<file path="src/rtl/acia_rx_fifo.sv">
// Receive buffer behind the serial receiver: first-word-fall-through byte FIFO
// with sticky overflow, framing-error and line-idle flags plus a level interrupt.
module acia_rx_fifo #(
   parameter int DLOG2    = 4,
   parameter int THRESH   = 8,
   parameter int ICW      = 12,
   parameter int IDLE_CYC = 1390
) (
   input  logic             clk,
   input  logic             rst,
   input  logic [7:0]       rx_dat,
   input  logic             rx_stb,
   input  logic             rx_err,
   input  logic             rd_pop,
   input  logic             clr_flags,
   output logic [7:0]       rd_dat,
   output logic             rd_valid,
   output logic [DLOG2:0]   count,
   output logic             ovf,
   output logic             ferr,
   output logic             idle,
   output logic             irq
);
   localparam int DEPTH = 1 << DLOG2;
   localparam int CW    = DLOG2 + 1;
   localparam logic [CW-1:0]  FULL   = CW'(DEPTH);
   localparam logic [CW-1:0]  TH     = CW'(THRESH);
   localparam logic [ICW-1:0] T_LAST = ICW'(IDLE_CYC - 1);
   localparam logic [ICW-1:0] T_FIRE = ICW'(IDLE_CYC - 2);

   logic [7:0]       mem [DEPTH];
   logic [DLOG2-1:0] wptr, rptr;
   logic [ICW-1:0]   tmr;
   logic             rx_err_d;
   logic             pop_ok, push_ok, ovf_set, ferr_set, idle_fire;

   assign pop_ok    = rd_pop && (count != '0);
   // A pop in the same cycle frees the slot, so a full FIFO still accepts.
   assign push_ok   = rx_stb && ((count != FULL) || pop_ok);
   assign ovf_set   = rx_stb && !push_ok;
   assign ferr_set  = rx_err && !rx_err_d;
   // Fires on the edge where the timer steps onto its last value.
   assign idle_fire = (count != '0) && !push_ok && (tmr == T_FIRE);

   always_ff @(posedge clk) begin
      if (push_ok) mem[wptr] <= rx_dat;
   end

   always_ff @(posedge clk) begin
      if (rst) begin
         wptr     <= '0;
         rptr     <= '0;
         count    <= '0;
         tmr      <= '0;
         rx_err_d <= 1'b0;
         ovf      <= 1'b0;
         ferr     <= 1'b0;
         idle     <= 1'b0;
      end else begin
         rx_err_d <= rx_err;
         if (push_ok) wptr <= wptr + 1'b1;
         if (pop_ok)  rptr <= rptr + 1'b1;
         if (push_ok && !pop_ok)      count <= count + 1'b1;
         else if (pop_ok && !push_ok) count <= count - 1'b1;

         if (push_ok || (count == '0)) tmr <= '0;
         else if (tmr != T_LAST)       tmr <= tmr + 1'b1;

         // Set events win over a same-cycle clear.
         ovf  <= ovf_set   || (ovf  && !clr_flags);
         ferr <= ferr_set  || (ferr && !clr_flags);
         idle <= idle_fire || (idle && !(pop_ok || clr_flags));
      end
   end

   assign rd_dat   = mem[rptr];
   assign rd_valid = (count != '0);
   assign irq      = ovf || ferr || idle || (count >= TH);

endmodule

</file>
<file path="config.mk">
export PLATFORM = sky130hd
export DESIGN_NAME = acia_rx_fifo
export DESIGN_NICKNAME = d
export VERILOG_FILES = /design/src/rtl/acia_rx_fifo.sv
export SDC_FILE = /design/constraint.sdc
export NUM_CORES = 1
export LEC_CHECK = 0
export ABC_AREA = 1
export ABC_CLOCK_PERIOD_IN_PS = 4800
export CORE_MARGIN = 1
export CORE_UTILIZATION = 65
export CTS_CLUSTER_SIZE = 30
export DETAILED_ROUTE_END_ITERATION = 12
export HOLD_SLACK_MARGIN = 0.03
export PLACE_DENSITY = 0.9
export SETUP_SLACK_MARGIN = 0.02
export SLEW_MARGIN = 40
export SYNTH_ARGS = -nofsm -noshare
export SYNTH_HDL_FRONTEND = slang
export SYNTH_SLANG_ARGS = --single-unit
export TNS_END_PERCENT = 20
</file>
<file path="constraint.sdc">
create_clock -name clk -period 4.8 [get_ports clk]
set_clock_uncertainty 0.1 [all_clocks]
set_input_delay 1.2 -clock clk [delete_from_list [all_inputs] [get_ports clk]]
set_output_delay 1.2 -clock clk [all_outputs]
set_load 0.03 [all_outputs]
</file>
==> insert_results.sql <==
INSERT INTO impl_metrics (metric_group, metric, value, unit) VALUES
('status', 'status', 'finished clean', ''),
('timing', 'report.final.hold_viol_count', '0', ''),
('logic_synthesis', 'post_synth_main_area_contributors', 'edfxtp_1, dfxtp_1, nand2_1', ''),
('worst_setup_path', 'rrSetupSlack', '2.17', 'ns'),
('worst_setup_path', 'critPathMaxFanout', '47', ''),
('global_routing', 'grt_pass1_wl', '25.01', 'mm'),
('floorplanning', 'coreArea', '10370', 'sq um'),
('routing', 'detail_route.vias_per_cell', '5.913', ''),
('clock_tree', 'cts_tree', 'done', ''),
('logic_synthesis', 'yosys.cell_types.count', '32', ''),
('clock_tree', 'post_cts_buffers', '0', ''),
('global_routing', 'grt_max_degree', '59', ''),
('timing', 'final_min_period_over_clock_period', '89.15', '%'),
('clock_tree', 'hold_buffers', '0', ''),
('clock_tree', 'cts-buffers-inserted', '17', ''),
('floorplanning', 'floorplan.initialDensity', '67.39', '%'),
('cells_and_area', 'instances_no_fill', '863', ''),
('clock_tree', 'number_of_clock_sinks', '161', ''),
('logic_synthesis', 'yosys_most_used_dff', 'edfxtp_1', ''),
('timing', 'rsz0062_at_grt', 'no', ''),
('floorplanning', 'die_h', '105.7', 'um'),
('placed_design', 'numPortBuffers', '31', ''),
('logic_synthesis', 'post_synth_most_frequent_cells', 'nand2_1, edfxtp_1, nor2_1', ''),
('min_path', 'timing.hold.worst_path_depth', '1', ''),
('global_routing', 'vias_in_the_first_global_route', '5154', ''),
('placed_design', 'dp_hpwl', '9.743', 'mm'),
('global_routing', 'initial_antenna_violation_count', '0', ''),
('logic_synthesis', 'synth_top_area_cell', 'edfxtp_1', ''),
('placed_design', 'dpl.cell_count', '831', ''),
('timing', 'period_needed', '4.279', 'ns'),
('cells_and_area', 'fin_nets', '741', ''),
('logic_synthesis', 'yosys.area.top_type_share', '55.00', '%'),
('floorplanning', 'io_pins', '32', ''),
('logic_synthesis', 'syn_area', '6988', 'sq um'),
('min_path', 'min_from', 'rx_err_d', ''),
('floorplanning', 'die-width', '105.7', 'um'),
('timing', 'maxSlewHeadroom', '48.13', '%'),
('clock_tree', 'buffers_from_clock_root_to_sink_at_most', '2', ''),
('timing', 'setup_violations', '0', ''),
('logic_synthesis', 'yosysMostFrequentCell', 'nand2_1', ''),
('cells_and_area', 'layout_overhead_on_the_synthesized_area', '14.99', '%'),
('logic_synthesis', 'syn_inst', '673', ''),
('clock_tree', 'cts.htree.levels', '4', ''),
('clock_tree', 'clk_pin_slew', '0.07', 'ns'),
('worst_setup_path', 'critical_path_class', 'reg2out', ''),
('routing', 'dr.first_iter.drc_count', '589', ''),
('clock_tree', 'cts.root.buffer_cell', 'clkbuf_8', ''),
('worst_setup_path', 'crit-reg2reg-launch', 'count[4]', ''),
('timing', 'slew_violations', '0', ''),
('routing', 'route.detailed.drc', '0', ''),
('routing', 'finalWirelength', '15.35', 'mm'),
('global_routing', 'globalRoute.totalOverflow', '0', ''),
('pwr', 'cellPowerDensity', '499.7', 'nW/um^2'),
('global_routing', 'track_usage', '29.73', '%'),
('run', 'timing.max_cap.violations', '0', ''),
('logic_synthesis', 'mappedNetlistNets', '700', ''),
('timing', 'finalHoldWorstSlack', '0.3314', 'ns'),
('pwr', 'power_leakage', '0.002992', 'uW'),
('timing', 'worst-slew-pin-transition', '0.7769', 'ns'),
('routing', 'via_count', '5103', ''),
('logic_synthesis', 'synth_seq_cells', '161', ''),
('floorplanning', 'die-area', '11170', 'sq um'),
('routing', 'routedWlPerCell', '17.79', 'um'),
('logic_synthesis', 'yosys_warnings', '0', ''),
('logic_synthesis', 'part_of_the_yosys_area_used_for_sequential_elements', '64.46', '%'),
('logic_synthesis', 'asyncSetResetFlopFracSynth', '0', '%'),
('logic_synthesis', 'synth_edf_count', '128', ''),
('routing', 'detail_route.first_pass.iterations', '5', ''),
('floorplanning', 'fp-row-count', '37', ''),
('timing', 'clock.fmax', '233.7', 'MHz'),
('min_path', 'hold-path-endpoint', 'ferr', '');
[logic make-up after synthesis]
family                   share of synthesized area (%)
buffers and inverters                            5.371
XOR/XNOR                                         1.504
AO/OA/AOI/OAI                                    6.428
flip-flops                                       64.46
AND/OR/NAND/NOR                                  19.80
adder cells (fa/ha/maj)                          2.435
[through the flow]
step	setup slack [ns]	area (sq um)
floorplan	1.922	6988
global placement	1.136	7462
detailed placement	1.024	7467
CTS	0.5448	8035
global route	0.3849	8035
finish	0.5206	8035
[worst max-delay path by stage]
stage                     end  cells past startpoint
finish              rd_dat[2]                      7
global route        rd_dat[2]                      9
CTS                 rd_dat[5]                      9
detailed placement   count[3]                     14
global placement     count[3]                     14
floorplan            count[3]                     13
[where the power goes]
part	internal [uW]	switching, uW	total, uW	leakage [uW]
Combinational	384	735	1120	0.00128
Clock	723	547	1270	0.000286
Sequential	1570	59.2	1630	0.00143
[sequential cells by signal (all words and copies together) (netlist names), named ones only]
register and flops:
count 5, rx_err_d 1, rptr 4, tmr 12, ferr 1, ovf 1
idle 1, wptr 4, mem 128
[routing by layer]
layer	vias up	wire length [um]	track usage (%)
li1	2372	-	-
met1	2400	6010	36.47
met2	274	7701	49.11
met3	57	1069	6.432
met4	0	568	16.47
met5	-	0	0
[placed cells by master (no fill, tap or decap), types with 4 or more instances in the layout]
master	count
o21ai_1	6
inv_2	4
o21ai_0	35
a21oi_1	13
nand2_1	137
edfxtp_1	128
inv_6	5
clkdlybuf4s50_1	31
dfxtp_1	32
inv_1	54
buf_4	20
inv_4	4
nor2_1	87
a21oi_2	5
xor2_1	8
nand3_1	63
xnor2_1	4
o211ai_1	17
clkbuf_16	18
nor3_1	23
ha_1	12
nand4_1	4
[layout make-up]
cell class,instances,area (sq um)
multi-input cells,425,2113
clock buffers,21,481.7
inverters,58,217.7
well taps,136,170.2
flip-flops and latches,161,4506
clock inverters,11,86.33
fillers,638,2335
repair buffers,51,460.4
[critical path: stages (launching register included)]
cell             delay [ns]
dfxtp_2                0.32
buf_4                  0.21
inv_2                  0.59
o21ai_0                0.29
nand3_1                0.19
nand3_1                0.09
nand2_1                0.08
clkdlybuf4s50_1        0.66
Power figures use the tool's default switching activity.
